$ cat config.mk
export PLATFORM = sky130hd
export DESIGN_NAME = apple_gen_flat
export DESIGN_NICKNAME = d
export VERILOG_FILES = /design/src/rtl/apple_gen_if.sv /design/src/rtl/apple_gen.sv /design/src/flat_wrapper.sv
export SDC_FILE = /design/constraint.sdc
export NUM_CORES = 1
export LEC_CHECK = 0
export ABC_AREA = 0
export CELL_PAD_IN_SITES_DETAIL_PLACEMENT = 2
export CELL_PAD_IN_SITES_GLOBAL_PLACEMENT = 2
export CORE_MARGIN = 3
export CORE_UTILIZATION = 31
export DETAILED_ROUTE_END_ITERATION = 10
export GPL_TIMING_DRIVEN = 1
export MAX_ROUTING_LAYER = met4
export PLACE_DENSITY = 0.89
export SYNTH_ARGS = -nofsm -noshare
export SYNTH_HDL_FRONTEND = slang
export SYNTH_SLANG_ARGS = --single-unit
$ cat constraint.sdc
create_clock -name clk -period 2.3 [get_ports clk]
set_input_delay 0.345 -clock clk [delete_from_list [all_inputs] [get_ports clk]]
set_output_delay 0.345 -clock clk [all_outputs]
set_load 0.02 [all_outputs]
$ cat src/rtl/apple_gen_if.sv
// Apple generator <-> snake stage connection.
// master: the apple generator (consumes head/died, drives apple, add_cube, score).
// slave:  the snake stage, with every direction reversed.
interface apple_gen_if;
    logic [5:0] head_x;
    logic [5:0] head_y;
    logic       died;
    logic [5:0] apple_x;
    logic [5:0] apple_y;
    logic       apple_vld;
    logic       add_cube;
    logic [7:0] score;

    modport master (
        input  head_x, head_y, died,
        output apple_x, apple_y, apple_vld, add_cube, score
    );

    modport slave (
        output head_x, head_y, died,
        input  apple_x, apple_y, apple_vld, add_cube, score
    );
endinterface

$ cat src/rtl/apple_gen.sv
// Apple generator for the snake game.
// A free-running 16-bit LFSR proposes apple cells. A candidate is kept only if
// it lies inside the grid and is not under the snake head. The block reports
// each eaten apple with a one-cycle add_cube pulse and counts apples eaten.
// Optional feature: define SNAKE_SCORE_EN to build the score counter. Without
// it, score is tied to zero.
module apple_gen #(
    parameter int          GRID_W = 40,
    parameter int          GRID_H = 30,
    parameter logic [15:0] SEED   = 16'hACE1
) (
    input  logic        clk,
    input  logic        rst,
    apple_gen_if.master bus
);

    typedef enum logic [1:0] {PLACE, ACTIVE, EAT, HALT} state_t;

    // A zero seed would lock the LFSR at zero, so it falls back to the default.
    localparam logic [15:0] SEED_EFF = (SEED == 16'h0000) ? 16'hACE1 : SEED;
    localparam logic [6:0]  W_LIM    = 7'(GRID_W);
    localparam logic [6:0]  H_LIM    = 7'(GRID_H);

    state_t      state;
    state_t      next_state;
    logic [15:0] lfsr;
    logic [5:0]  apple_x_q;
    logic [5:0]  apple_y_q;
    logic [5:0]  cand_x;
    logic [5:0]  cand_y;
    logic        legal;
    logic        hit;

    assign cand_x = lfsr[5:0];
    assign cand_y = lfsr[13:8];

    // An out-of-grid head can never hit, because an apple is only ever placed in-grid.
    assign legal = ({1'b0, cand_x} < W_LIM) && ({1'b0, cand_y} < H_LIM) &&
                   !((cand_x == bus.head_x) && (cand_y == bus.head_y));
    assign hit   = (bus.head_x == apple_x_q) && (bus.head_y == apple_y_q);

    // Fibonacci LFSR with taps 16,14,13,11. It advances every cycle in every state.
    always_ff @(posedge clk or posedge rst) begin
        // NOTE: sequential state uses non-blocking assignments, so every flop samples pre-edge values.
        if (rst) lfsr <= SEED_EFF;
        else     lfsr <= {lfsr[14:0], lfsr[15] ^ lfsr[13] ^ lfsr[12] ^ lfsr[10]};
    end

    // State register.
    always_ff @(posedge clk or posedge rst) begin
        if (rst) state <= PLACE;
        else     state <= next_state;
    end

    // Next-state logic. died overrides everything, and HALT is left only by rst.
    always_comb begin
        // NOTE: the default assignment first keeps this block free of inferred latches.
        next_state = state;
        unique case (state)
            PLACE:  if (bus.died) next_state = HALT;
                    else if (legal) next_state = ACTIVE;
            ACTIVE: if (bus.died) next_state = HALT;
                    else if (hit) next_state = EAT;
            EAT:    next_state = bus.died ? HALT : PLACE;
            HALT:   next_state = HALT;
            default: next_state = HALT;
        endcase
    end

    // Moore outputs. Reset returns the state to PLACE, so add_cube drops asynchronously.
    always_comb begin
        bus.apple_vld = (state == ACTIVE);
        bus.add_cube  = (state == EAT);
    end

    // Apple coordinates load only when a candidate is accepted, and otherwise hold.
    always_ff @(posedge clk or posedge rst) begin
        if (rst) begin
            apple_x_q <= 6'd0;
            apple_y_q <= 6'd0;
        end else if ((state == PLACE) && (next_state == ACTIVE)) begin
            apple_x_q <= cand_x;
            apple_y_q <= cand_y;
        end
    end

    assign bus.apple_x = apple_x_q;
    assign bus.apple_y = apple_y_q;

`ifdef SNAKE_SCORE_EN
    logic [7:0] score_q;

    // The score steps on the edge that enters EAT and saturates at 255.
    always_ff @(posedge clk or posedge rst) begin
        if (rst)
            score_q <= 8'd0;
        else if ((state == ACTIVE) && (next_state == EAT) && (score_q != 8'hFF))
            score_q <= score_q + 8'd1;
    end

    assign bus.score = score_q;
`else
    assign bus.score = 8'd0;
`endif

endmodule

$ cat src/flat_wrapper.sv
// flat-port wrapper written by rule: the top's interface ports become plain ports
module apple_gen_flat 
#(
    parameter int          GRID_W = 40,
    parameter int          GRID_H = 30,
    parameter logic [15:0] SEED   = 16'hACE1
)
  (clk, rst, bus_head_x, bus_head_y, bus_died, bus_apple_x, bus_apple_y, bus_apple_vld, bus_add_cube, bus_score);
  apple_gen_if bus_i ();
  input  logic clk;
  input  logic rst;
  input wire logic [$bits(bus_i.head_x)-1:0] bus_head_x;
  input wire logic [$bits(bus_i.head_y)-1:0] bus_head_y;
  input wire logic [$bits(bus_i.died)-1:0] bus_died;
  output wire logic [$bits(bus_i.apple_x)-1:0] bus_apple_x;
  output wire logic [$bits(bus_i.apple_y)-1:0] bus_apple_y;
  output wire logic [$bits(bus_i.apple_vld)-1:0] bus_apple_vld;
  output wire logic [$bits(bus_i.add_cube)-1:0] bus_add_cube;
  output wire logic [$bits(bus_i.score)-1:0] bus_score;
  assign bus_i.head_x = bus_head_x;
  assign bus_i.head_y = bus_head_y;
  assign bus_i.died = bus_died;
  assign bus_apple_x = bus_i.apple_x;
  assign bus_apple_y = bus_i.apple_y;
  assign bus_apple_vld = bus_i.apple_vld;
  assign bus_add_cube = bus_i.add_cube;
  assign bus_score = bus_i.score;
  apple_gen #(.GRID_W(GRID_W), .GRID_H(GRID_H), .SEED(SEED)) u_core (.clk(clk), .rst(rst), .bus(bus_i));
endmodule
=== Word level (Yosys, flattened, before mapping) ===
Index checks and enable logic that the tools add are counted.

* Order comparisons: 2
* Muxes and demuxes: 6
* Reduce and logical (&&, ||, !) cells: 7
* Equality and inequality tests: 8
* Bitwise operators: 3

{| class="wikitable"
|+ Operators with widths
! operator !! number
|-
| 6-bit == test || 4
|-
| 2-bit two-way mux || 5
|-
| 2-bit one-hot mux with 4 select lines || 1
|-
| 6-bit by 5-bit < comparator with 1-bit output (second input constant) || 1
|-
| 6-bit < comparator (second input constant) || 1
|-
| 1-bit logical AND || 5
|-
| 2-bit by 1-bit == test with 1-bit output (second input constant) || 2
|-
| 2-bit == test (second input constant) || 2
|-
| 1-bit bitwise XOR || 3
|-
| 2-bit logical NOT || 1
|-
| 1-bit logical NOT || 1
|}

* Bits of input ports: 15
* Word-level logic and storage cells: 30
* Output and inout port bits: 22
* Flip-flop bits (word level): 30

=== Logic depth before layout (Yosys ltp) ===
* Depth in word-level cells: 9
* Gate-level depth with buffers: 6
* Mapped depth without buffers: 5

=== Least setup slack after synthesis ===
OpenSTA, ideal clock, no wires.

* Path type: flip-flop to flip-flop
* Start: register u_core.lfsr[10]
* End: register u_core.apple_x_q[0], in the netlist u_core.bus.apple_x[0]
* Period minus slack after synthesis: 1696 ps
* Path slack: 604 ps
* Data required time: 2175 ps
* Data arrival time: 1571 ps
* Buffers on the path: 1
* Setup time: 125 ps
* Cell stages (with the launch flop): 7
* Cells stage by stage: dfstp_2 > xnor2_1 > nand4_1 > nor3_2 > nor4_4 > buf_6 > mux2_4

* Longest elaborated chain between the ends: 9
* Elaborated cells between the ends (all ways): 11
* Those cells by class: order compare: 1; eq/ne: 2; mux: 3; reduce/logical: 5

{| class="wikitable"
|+ RTL lines
! item !! line !! text
|-
| start: declaration || apple_gen.sv:26 || <nowiki>logic [15:0] lfsr;</nowiki>
|-
| start signal: assignment || apple_gen.sv:46 || <nowiki>else lfsr <= {lfsr[14:0], lfsr[15] ^ lfsr[13] ^ lfsr[12] ^ lfsr[10]};</nowiki>
|-
| branches (longest 3 deep; another with 6-bit by 5-bit < comparator with 1-bit output) || -- ||
|-
| 1-bit logical AND * || apple_gen.sv:38 || <nowiki>assign legal = ({1'b0, cand_x} < W_LIM) && ({1'b0, cand_y} < H_LIM) &&</nowiki>
|-
| 2-bit two-way mux * || apple_gen.sv:61 || <nowiki>else if (legal) next_state = ACTIVE;</nowiki>
|-
| 2-bit two-way mux * || apple_gen.sv:60 || <nowiki>PLACE: if (bus.died) next_state = HALT;</nowiki>
|-
| 2-bit one-hot mux with 4 select lines * || apple_gen.sv:59 || <nowiki>unique case (state)</nowiki>
|-
| 2-bit by 1-bit == test with 1-bit output * || apple_gen.sv:81 || <nowiki>end else if ((state == PLACE) && (next_state == ACTIVE)) begin</nowiki>
|-
| 1-bit logical AND * || apple_gen.sv:81 ||
|-
| end signal: assignment || apple_gen.sv:82 || <nowiki>apple_x_q <= cand_x;</nowiki>
|-
| end: declaration || apple_gen.sv:27 || <nowiki>logic [5:0] apple_x_q;</nowiki>
|}

Mark *: on every way between the ends.
A chain may end at the register's enable or synchronous reset.

=== Worst setup path after layout ===
* Start: input port bus_head_y[0]
* End: register u_core.apple_x_q[0], in the netlist u_core.bus.apple_x[0]

* Longest elaborated chain between the ends: 9
* Elaborated cells between the ends (all ways): 13
* Those cells by class: eq/ne: 3; mux: 5; reduce/logical: 5

{| class="wikitable"
|+ RTL lines
! item !! line !! text
|-
| start: declaration || flat_wrapper.sv:13 || <nowiki>input wire logic [$bits(bus_i.head_y)-1:0] bus_head_y;</nowiki>
|-
| 6-bit == test || apple_gen.sv:39 || <nowiki>!((cand_x == bus.head_x) && (cand_y == bus.head_y));</nowiki>
|-
| 1-bit logical AND || apple_gen.sv:39 ||
|-
| 1-bit logical NOT || apple_gen.sv:39 ||
|-
| 1-bit logical AND || apple_gen.sv:38 ||
|-
| 2-bit two-way mux || apple_gen.sv:61 ||
|-
| 2-bit two-way mux || apple_gen.sv:60 ||
|-
| 2-bit one-hot mux with 4 select lines * || apple_gen.sv:59 ||
|-
| 2-bit by 1-bit == test with 1-bit output * || apple_gen.sv:81 ||
|-
| 1-bit logical AND * || apple_gen.sv:81 ||
|}

Mark *: on every way between the ends. The rest lies on a longest branch, timed or not.

==> metrics <==
Syn. warnings 0; Peak VDD IR approximately 0.2 mV; leakage power 0.8345 nW; CTS H-tree lvls 2; hold crit path type flop to flop; complex-gate fraction of the synthesized area about 2.2%; Initial Util between 30% and 40%; Critical Path Max Stage Delay 0.44 ns; CTS tree yes; Flop pwr share 50.2%; clock share of power 40.4%; clk_lat worst skew 0.28 ns; Synth area leaders dfrtp_1, dfstp_2, mux2_4; root buffer cell clkbuf_8; setup TNS 0 ns; # rows 23; CP Cell Sequence clkdlybuf4s50_1 > xnor2_1 > nand4_1 > nor3_2 > nor4_4 > buf_4 > mux2_4; Nets 169; Reg clk slew, reported paths 0.06 ns; initial drt markers 48; RSZ-0062 raised after global routing no; ys flop type dfrtp_1; synthesized cell area 1391 sq um; drt pass-1 iters 4; # IOs 37; Int Pwr 0.0008139 W; die height 73.00 um; total net switching power 0.0002394 W; sequential area share after synthesis a little over half; clk_skew 0.005811 ns; Final ANT Viol Nets 0; CP top delay family simple AND/OR/NAND/NOR gates; Worst Tran Pin Value between 0.4 and 0.5 ns; via count 947; Commonest cells post-synth dfrtp_1, xnor2_1, xor2_1, mux2_4; Worst Path Required 2.47 ns; post-synthesis mux area share 11.33%; total detailed-routing wirelength 3959 um; Distinct cells, synth 23; Layout Cell Area excl Fill between 1500 and 2000 sq um; Gate Count Post-Synth 104; setup violators final 0; Die Wd 73.00 um; vias in the first global route 1123; worst reg2reg path startpoint u_core.lfsr[9]; I/O Buffers 28; Syn Area/Cell 13.38 sq um; CP arrival between 2 and 2.5 ns; largest net degree at the start of global routing 31; Placer Congestion slightly above 0.8; power density over the cells 549.9 nW/um^2; Sink Count 30; FFs w/ async S/R, synth 100.0%; post-DR wirelength/cell 19.41 um; n_diodes 0; DR DRC count 0; Hold Buf Count CTS 0; CP Capture Type flop; maximum root-to-sink buffer count 2; R2R setup slack 0.31 ns; Adder-Cell Fraction of Synth Area 0%; Post-Synth Simple-Gate Area 9.083%; #FFs+latches synth 30; xor/xnor share of the synthesized area between 10% and 20%; CP startpoint bus_head_y[0]; Max Slew Vio Count 0; crit path launch type input port; GRT Util Overall 16.84%; # resized after CTS 0; R2R cell count 6; largest family of logic cells by synthesized area XOR/XNOR gates; first-pass GRT wire length 6279 um; area delta synth->final 37.68%; slowest CP cell clkdlybuf4s50_1; Vias/cell 4.642; critical path peak fanout 5; placed cells 195; detailed placer's ending HPWL roughly 2800 um; pre-CTS WS -0.3486 ns; Fin. Hold Viols 0; critical path capture point u_core.bus.apple_x[0]; Post-DP Area 1802 sq um; die area ~5300 sq um; Max-cap violations 0; CP bufs+invs 2; Worst R2R End u_core.bus.apple_x[0]; area leader, netlist dfrtp_1; most numerous cell in the Yosys netlist dfrtp_1; slew margin rel. 66.80%; Core ar. 4173 sq um; status finished, final reports clean; Tmin final 2.057 ns; Final period util 89.44%; fraction of power spent switching nets 22.73%; Comb power frac 9.4%; Peak Freq 486.1 MHz; initial antenna violation count 0; Setup Crit Path Kind input port to flop; Post-synth EDFFs 0; total CTS buffers 5; area share of the largest cell type after synthesis 39.57%; Final WS setup 0.2429 ns; grt total ovfl 0; layout cell share with drive strength beyond 1 28.57%; fin cells 204; cell count along the critical path 7
## state kept, by name, indices dropped and copies added, names as in the netlist
register,cells
u_core.lfsr,16
u_core.bus.apple_x,6
u_core.bus.apple_y,6
u_core.state,2
## layout make-up
cell class / instances / area, sq um
Tap cell: 50 / 62.56
Timing Repair Buffer: 45 / 420.4
Sequential cell: 30 / 760.7
Multi-Input combinational cell: 71 / 581.8
Clock buffer: 7 / 86.33
Fill cell: 417 / 2257
Inverter: 1 / 3.754
## power by group through the flow
stage          Combinational [W]  Clock, W  Sequential (W)
2_1_floorplan          0.0000477         0        0.000538
3_3_place_gp           0.0000938         0        0.000538
3_5_place_dp           0.0000981         0        0.000538
4_1_cts                 0.000100  0.000440        0.000529
5_1_grt                 0.000107  0.000465        0.000528
6_report               0.0000988  0.000426        0.000529
## worst register-to-register path: stages (launching register included)
cell     delay, ns
dfrtp_1       0.48
xnor2_1       0.26
nand4_1       0.25
nor3_2        0.32
nor4_4        0.08
buf_4         0.18
mux2_4        0.30
## cell usage in the layout, fill, tap and decap left out, drive strengths merged, types with 3 or more instances in the layout
master,n
clkdlybuf4s50,28
dfrtp,22
buf,17
xnor2,14
xor2,13
mux2,11
conb,8
dfstp,8
clkbuf,7
nand4,4
nor4,4
nor2,3
nor2b,3
nand2,3
## worst min-delay path by stage
stage / startpoint / endpoint / slack (ns) / cells past startpoint
floorplan: u_core.lfsr[14] / u_core.lfsr[15] / 0.33 / 0
global placement: u_core.lfsr[14] / u_core.lfsr[15] / 0.34 / 0
detailed placement: u_core.lfsr[14] / u_core.lfsr[15] / 0.34 / 0
CTS: u_core.lfsr[6] / u_core.lfsr[7] / 0.36 / 0
global route: u_core.lfsr[6] / u_core.lfsr[7] / 0.37 / 0
finish: u_core.lfsr[14] / u_core.lfsr[15] / 0.36 / 0
## kinds of logic (layout without fill, tap and decap cells)
group	after synthesis	count (layout)
DFF	30	30
buffers and inverters	10	53
muxes	11	11
AOI/OAI and AO/OA	5	5
xor gates and xnor gates	27	27
other	1	8
and+or+nand+nor	20	20
## through the flow
step | hold WS (ns) | total power, W | util [%]
floorplan | 0.3330 | 0.0005853 | -
global placement | 0.3432 | 0.0006314 | 43.18
detailed placement | 0.3444 | 0.0006357 | 43.18
CTS | 0.3606 | 0.001068 | 45.91
global route | 0.3680 | 0.001101 | 45.91
finish | 0.3596 | 0.001053 | 45.91
## metal layers
layer / wire, um / vias to the layer above / track usage [%]
met3: 196 / 5 / 4.683
met1: 1677 / 480 / 19.72
li1: - / 434 / -
met2: 2029 / 28 / 27.81
met5: 0 / - / -
met4: 55 / 0 / 5.533
## what timing repair did
| action | in CTS | in global routing |
|---|---|---|
| endpoints found under the setup margin | 11 | 0 |
| endpoints found under the hold margin | 0 | 0 |
| setup buffers | 2 | 0 |
(Power assumes the default switching activity.)
